**src/rtl/riscv_core_mul_ctrl.sv**
```systemverilog
// RV64M multiply sequencer: sign handling and handshakes around an unsigned shift-add core.
// Optional RV_MUL_ZERO_BYPASS_EN: a zero effective operand skips the core and completes immediately.
module riscv_core_mul_ctrl (
  input  logic           i_booth_clk,
  input  logic           i_booth_rstn,
  input  logic           i_mul_valid,
  output logic           o_mul_ready,
  input  logic [2:0]     i_mul_funct3,
  input  logic           i_mul_is_word,
  input  logic [63:0]    i_mul_rs1,
  input  logic [63:0]    i_mul_rs2,
  input  logic           i_mul_kill,
  output logic           o_mul_valid,
  input  logic           i_mul_ack,
  output logic [63:0]    o_mul_result,
  output logic           o_booth_en,
  output logic [63:0]    o_booth_multiplicand,
  output logic [63:0]    o_booth_multiplier,
  input  logic           i_booth_done,
  input  logic [127:0]   i_booth_product
);

  localparam int unsigned XLEN = 64;
  localparam int unsigned PW   = 2 * XLEN;
  localparam int unsigned HW   = XLEN / 2;

  localparam logic [1:0] SEL_LO = 2'd0;
  localparam logic [1:0] SEL_HI = 2'd1;
  localparam logic [1:0] SEL_W  = 2'd2;

  typedef enum logic [2:0] {
    ST_IDLE  = 3'd0,
    ST_ISSUE = 3'd1,
    ST_WAIT  = 3'd2,
    ST_FIXUP = 3'd3,
    ST_DONE  = 3'd4,
    ST_DRAIN = 3'd5
  } state_t;

  state_t            state_q, state_d;
  logic              ready_q, ready_d;
  logic              valid_q, valid_d;
  logic              en_q, en_d;
  logic [XLEN-1:0]   mcand_q, mcand_d;
  logic [XLEN-1:0]   mplier_q, mplier_d;
  logic              neg_q, neg_d;
  logic [1:0]        sel_q, sel_d;
  logic [PW-1:0]     prod_q, prod_d;
  logic [XLEN-1:0]   result_q, result_d;

  logic [XLEN-1:0]   req_rs1, req_rs2;
  logic              req_s1, req_s2;
  logic [1:0]        req_sel;
  logic [PW-1:0]     fixed;
`ifdef RV_MUL_ZERO_BYPASS_EN
  logic              req_zero;
`endif

  // Request decode: effective operands, signedness and result select
  always_comb begin : req_decode
    req_rs1 = i_mul_is_word ? {HW'(0), i_mul_rs1[HW-1:0]} : i_mul_rs1;
    req_rs2 = i_mul_is_word ? {HW'(0), i_mul_rs2[HW-1:0]} : i_mul_rs2;
    req_s1  = !i_mul_is_word && ((i_mul_funct3 == 3'b001) || (i_mul_funct3 == 3'b010))
              && i_mul_rs1[XLEN-1];
    req_s2  = !i_mul_is_word && (i_mul_funct3 == 3'b001) && i_mul_rs2[XLEN-1];
    if (i_mul_is_word)              req_sel = SEL_W;
    else if (i_mul_funct3 == 3'b000) req_sel = SEL_LO;
    else                            req_sel = SEL_HI;
`ifdef RV_MUL_ZERO_BYPASS_EN
    req_zero = (req_rs1 == '0) || (req_rs2 == '0);
`endif
  end

  always_ff @(posedge i_booth_clk or negedge i_booth_rstn) begin : regs
    if (!i_booth_rstn) begin
      state_q  <= ST_IDLE;
      ready_q  <= 1'b1;
      valid_q  <= 1'b0;
      en_q     <= 1'b0;
      mcand_q  <= '0;
      mplier_q <= '0;
      neg_q    <= 1'b0;
      sel_q    <= SEL_LO;
      prod_q   <= '0;
      result_q <= '0;
    end else begin
      state_q  <= state_d;
      ready_q  <= ready_d;
      valid_q  <= valid_d;
      en_q     <= en_d;
      mcand_q  <= mcand_d;
      mplier_q <= mplier_d;
      neg_q    <= neg_d;
      sel_q    <= sel_d;
      prod_q   <= prod_d;
      result_q <= result_d;
    end
  end

  // Next state; a kill coinciding with done in WAIT needs no drain
  always_comb begin : next_state
    state_d = state_q;
    unique case (state_q)
      ST_IDLE: begin
        if (!i_mul_kill && i_mul_valid) begin
`ifdef RV_MUL_ZERO_BYPASS_EN
          state_d = req_zero ? ST_DONE : ST_ISSUE;
`else
          state_d = ST_ISSUE;
`endif
        end
      end
      ST_ISSUE: state_d = i_mul_kill ? ST_DRAIN : ST_WAIT;
      ST_WAIT: begin
        if (i_mul_kill)        state_d = i_booth_done ? ST_IDLE : ST_DRAIN;
        else if (i_booth_done) state_d = ST_FIXUP;
      end
      ST_FIXUP: state_d = i_mul_kill ? ST_IDLE : ST_DONE;
      ST_DONE:  if (i_mul_kill || i_mul_ack) state_d = ST_IDLE;
      ST_DRAIN: if (i_booth_done) state_d = ST_IDLE;
      default:  state_d = ST_IDLE;
    endcase
  end

  // Registered outputs follow the next state; datapath loads on transitions
  always_comb begin : outputs
    ready_d  = (state_d == ST_IDLE);
    valid_d  = (state_d == ST_DONE);
    en_d     = (state_d == ST_ISSUE);
    mcand_d  = mcand_q;
    mplier_d = mplier_q;
    neg_d    = neg_q;
    sel_d    = sel_q;
    prod_d   = prod_q;
    result_d = result_q;
    fixed    = neg_q ? -prod_q : prod_q;

    if ((state_q == ST_IDLE) && (state_d != ST_IDLE)) begin
      mcand_d  = req_s1 ? -req_rs1 : req_rs1;
      mplier_d = req_s2 ? -req_rs2 : req_rs2;
      neg_d    = req_s1 ^ req_s2;
      sel_d    = req_sel;
      result_d = '0;
    end

    if ((state_q == ST_WAIT) && (state_d == ST_FIXUP)) prod_d = i_booth_product;

    if ((state_q == ST_FIXUP) && (state_d == ST_DONE)) begin
      unique case (sel_q)
        SEL_LO:  result_d = fixed[XLEN-1:0];
        SEL_W:   result_d = {{HW{fixed[HW-1]}}, fixed[HW-1:0]};
        default: result_d = fixed[PW-1:XLEN];
      endcase
    end
  end

  assign o_mul_ready          = ready_q;
  assign o_mul_valid          = valid_q;
  assign o_mul_result         = result_q;
  assign o_booth_en           = en_q;
  assign o_booth_multiplicand = mcand_q;
  assign o_booth_multiplier   = mplier_q;

endmodule

```
**config.mk**
```make
export PLATFORM = sky130hd
export DESIGN_NAME = riscv_core_mul_ctrl
export DESIGN_NICKNAME = d
export VERILOG_FILES = /design/src/rtl/riscv_core_mul_ctrl.sv
export SDC_FILE = /design/constraint.sdc
export NUM_CORES = 1
export LEC_CHECK = 0
export BUFFER_PORTS_ARGS = -buffer_cell sky130_fd_sc_hd__buf_2
export CAP_MARGIN = 0
export CORE_MARGIN = 2
export CORE_UTILIZATION = 55
export CTS_CLUSTER_DIAMETER = 200
export DETAILED_ROUTE_END_ITERATION = 10
export PLACE_DENSITY = 0.83
export SYNTH_ARGS = -nofsm -noshare
export SYNTH_HDL_FRONTEND = slang
export SYNTH_SLANG_ARGS = --single-unit
```
**constraint.sdc**
```tcl
create_clock -name i_booth_clk -period 3.5 [get_ports i_booth_clk]
set_clock_uncertainty 0.2 [all_clocks]
set_input_delay 0.35 -clock i_booth_clk [delete_from_list [all_inputs] [get_ports i_booth_clk]]
set_output_delay 0.35 -clock i_booth_clk [all_outputs]
set_load 0.01 [all_outputs]
```
Word-level counts from Yosys, hierarchy flattened
Cells that the tools add are included.

Shifts and indexed selects: 0. Bitwise logic cells: 1. $add $sub $neg: 3. Div/mod/pow operators: 0. Reduce and logical (&&, ||, !) cells: 18. Multiply operators: 0. Mux-type cells: 19. $lt $le $gt $ge: 0. Equality and inequality tests: 11.

Operators with widths (count): $mux 64 (6); $mux 128 (1); $neg 128->128 (1); $neg 64->64 (2); $pmux 64 s2 (1); $mux 3 (8); $pmux 3 s6 (1); $eq 3x2->1 const B (4); $eq 3x1->1 const B (3); $eq 3x3->1 const B (3); $logic_not 3->1 (3); $logic_and 1x1->1 (8); $reduce_bool 3->1 (1); $eq 2x2->1 const B (1); $logic_not 1->1 (2); $logic_not 2->1 (1); $logic_or 1x1->1 (2); $mux 2 (1); $reduce_bool 2->1 (1); $mux 1 (1); $xor 1x1->1 (1).

Output and inout port bits: 195. Bits in latches: 0. Input bits: 266. Memories: 0. Register bits: 329. Memory bits (writable): 0. ROM bits: 0.

Depth between registers and ports, before layout
Depth in word-level cells: 8. Gate-level depth with buffers: 11.

Least setup slack after synthesis
Ideal clock, no wire load.

Path type: flip-flop to flip-flop. From: register prod_q[1]. To: register result_q[44], in the netlist o_mul_result[44]. Arrival: 2633 ps. Period minus slack after synthesis: 2974 ps. Stages on the path, launching flop included: 10. Setup slack: 526 ps. Library setup time: 141 ps. Cells stage by stage: dfrtp_1 > inv_1 > ha_1 > or4b_1 > nor4_2 > nand4_2 > or4b_4 > o41ai_2 > xor2_1 > a31oi_1.

Longest elaborated chain between the ends: 4.

Ends and longest elaborated chain: start, declared (RTL line 48) `logic [PW-1:0] prod_q, prod_d;`; start signal, assigned (RTL line 95) `prod_q <= prod_d;`; $neg 128->128 (RTL line 136) `fixed = neg_q ? -prod_q : prod_q;`; $mux 128 (RTL line 136); $pmux 64 s2 (RTL line 149) `unique case (sel_q)`; $mux 64 (RTL line 148) `if ((state_q == ST_FIXUP) && (state_d == ST_DONE)) begin`; end signal, assigned (RTL line 96) `result_q <= result_d;`; end, declared (RTL line 49) `logic [XLEN-1:0] result_q, result_d;`.

No other way between the ends. A chain may end at the register's enable or synchronous reset.

Worst setup path in the final report
From: register prod_q[40]. To: register result_q[29], in the netlist o_mul_result[29].

The elaborated chain is that of the path after synthesis.

==> results.sh <==
export IMPL_synth_area_leaders="dfrtp_1 41%, mux2_2 7.0%, xnor2_1 5.0%"
export IMPL_port_buffer_count=460
export IMPL_dr_wl_met3_mm=9.18
export IMPL_ys_top_cells_by_count="328 x dfrtp_1, 249 x nand2_1, 193 x o21ai_0"
export IMPL_maxSlewViolCount=0
export IMPL_highest_layer="met5"
export IMPL_synth_area_mm2=0.0198
export IMPL_grt_max_degree=134
export IMPL_synth_fa_ha_area_frac=0.00189
export IMPL_fmax_mhz=290
export IMPL_fin_tns_setup_ns=0
export IMPL_reg2reg_slack_ns=0.05
export IMPL_post_place_cells=3034
export IMPL_setup_slack_ns=0.0486
export IMPL_root_buffer="clkbuf_16"
export IMPL_yosys_warnings=0
export IMPL_first_pass_iters=8
export IMPL_die_area_mm2=0.0376
export IMPL_cts_tree="done"
export IMPL_ys_types=87
export IMPL_synthToLayoutAreaGrowth_pct=34.2
export IMPL_antenna_found_initial=10
export IMPL_yosys_mux_area_fraction=0.0740
export IMPL_synthFlopType="dfrtp_1"
export IMPL_yosys_register_bits=329
export IMPL_synthArstFlopShare=1.00
export IMPL_slew_headroom=0.267
export IMPL_grt_util_all_layers=0.420
export IMPL_rows=69
export IMPL_synth_top_family_by_area="simple AND/OR/NAND/NOR gates"
export IMPL_p_total_uw=19800
export IMPL_maxCapViolCount=0
export IMPL_drc=0
export IMPL_cp_cell_sequence="or4_4 -> or2_2 -> or4_4 -> or4_1 -> o21ai_1 -> xor2_1 -> o221ai_1"
export IMPL_critical_path_startpoint_type="flop"
export IMPL_end_kind="flop"
export IMPL_grt_overflow_total=0
export IMPL_setup_viol=0
export IMPL_synthSimpleGateAreaFrac=0.197
export IMPL_core_area_mm2=0.0355
export IMPL_drt_initial_drc_count=2479
export IMPL_period_share=0.986
export IMPL_syn_nets=2423
export IMPL_clkLatencyLatePin_ns=0.56
export IMPL_min_path_type="in -> reg"
export IMPL_rsz0062_at_grt="false"
export IMPL_synth_top_area_frac=0.414
export IMPL_wl_met1_mm=29.3
export IMPL_leakage_uw=0.0115
export IMPL_synth_most_common_cell="dfrtp_1"
export IMPL_slowest_stage="or4_4"
export IMPL_wl_per_cell_um=24.3
export IMPL_synth_edf_count=0
export IMPL_wl_met2_mm=36.9
export IMPL_viasPerCell=6.42
export IMPL_crit_required_ns=3.68
export IMPL_synth_cells=2154
export IMPL_drive_gt1_frac=0.278
export IMPL_vias=21400
export IMPL_crit_top_cell="or4_4"
export IMPL_wl_mm=80.9
export IMPL_yosys_area_top_type="dfrtp_1"
export IMPL_final_nets=3109
export IMPL_grt_pass1_vias=21200
export IMPL_grt_pass1_wl_mm=124
export IMPL_slowest_delay_ns=0.60
export IMPL_place_detailed_hpwl_mm=55.2
export IMPL_synth_xor_area_frac=0.0911
export IMPL_cts_htree_levels=2
export IMPL_clkSlewWorstSetupHoldPaths_ns=0.06
export IMPL_finalHoldViolCount=0
export IMPL_synth_compound_area_frac=0.187
export IMPL_antenna_left=0
export IMPL_criticalPathCategory="reg -> reg"
export IMPL_worst_pin_slew_ns=1.10
export IMPL_crit_fanout=4
export IMPL_cts_buffers=38
export IMPL_die_w_um=194
export IMPL_syn_mean_instance_area_um2=9.20
export IMPL_clockBufferDepth=3
export IMPL_powerDensity_mw_per_mm2=745
export IMPL_synth_seq_area_share=0.416
export IMPL_final_cells=3333
export IMPL_start_util=0.558
export IMPL_die_y_um=194
export IMPL_status="completed"
export IMPL_cts_sinks=329
export IMPL_dpl_worst_slack_ns=-0.0104
export IMPL_peakVddDrop_mv=0.737
export IMPL_crit_arrival_ns=3.63
export IMPL_place_congestion=1.01
export IMPL_io_pins=461
export IMPL_fin_crit_ns=3.45
## cell families after synthesis
logic type	count (synthesis)
buf+inv	164
flops	329
simple gates	751
mux	131
fa+ha+maj	3
compound gates	570
xor+xnor	206
## metrics by stage
step	instance area, um2	utilization	hold slack (ns)
final	26600	0.749	0.0191
after CTS	26500	0.748	0.000441
after global placement	23000	0.647	0.166
after global routing	26600	0.749	0.0346
after detailed placement	23000	0.647	0.180
after floorplan	19800	-	-0.146
## metal layers
metal,global-route usage,vias to the layer above
met5,0,-
met1,0.516,10200
li1,-,9310
met4,0.245,10
met3,0.114,365
met2,0.667,1511
## where the power goes
part	switching, uW	total, uW	internal (uW)
combinational	4650	8130	3480
clock	1680	4260	2590
sequential	1950	7420	5470
total	8270	19800	11500
## critical path: cells and delay by family (launching register included)
kind            cells  cell delay [ns]
flops               1             0.43
compound gates      2             0.35
xor+xnor            1             0.34
simple gates        4             1.97
## worst paths after layout
kind	end	depth (start not counted)	from
worst max-delay path	o_mul_result[29]	7	prod_q[40]
worst min-delay path	o_booth_multiplier[27]	3	i_mul_rs2[27]
worst max register to register	o_mul_result[29]	7	prod_q[40]
worst min register to register	o_booth_multiplicand[32]	2	o_booth_multiplicand[32]
max in group asynchronous	prod_q[48]	3	i_booth_rstn
min in group asynchronous	o_booth_multiplicand[22]	2	i_booth_rstn
## placed cells by master (no fill, tap or decap), drive strengths merged, types with 6 or more instances in the layout
cell type,count
and2,7
or2,11
nor3,78
buf,555
a31oi,35
nand4b,6
or4,53
clkbuf,58
a211oi,6
nor2b,18
o41ai,31
o221ai,13
nor2,129
xor2,94
a221oi,18
nor4,55
nand3,39
o21a,6
o31ai,65
a21oi,92
mux2i,7
nand4,18
a22oi,26
mux2,124
a2111oi,7
a32oi,8
nand2b,15
a21o,12
dfrtp,328
inv,30
xnor2,112
or3,39
nand3b,6
dlygate4sd3,224
o21ai,205
nand2,250
## registers in the layout, indices dropped and copies added, names as in the netlist
register              count
neg_q                     1
o_booth_en                1
o_booth_multiplicand     64
o_booth_multiplier       64
o_mul_ready               1
o_mul_result             64
o_mul_valid               1
prod_q                  128
sel_q                     2
state_q                   3
## timing repair
action,in CTS,in global routing
endpoints found under the setup margin,2,11
hold buffers,224,0
buffers inserted,2,1
hold endpoints to repair,289,0
resized for setup,1,7
pin swaps,1,0
## cell type report
| cell class | count | area (um2) |
|---|---|---|
| tap | 461 | 577 |
| clock inverter | 9 | 178 |
| inverter | 31 | 116 |
| timing repair buffer | 779 | 5340 |
| antenna | 5 | 12.5 |
| fill | 2365 | 8900 |
| clock buffer | 58 | 1130 |
| sequential | 329 | 8240 |
| multi-input combinational | 1661 | 11000 |
Power figures use the tool's default switching activity.
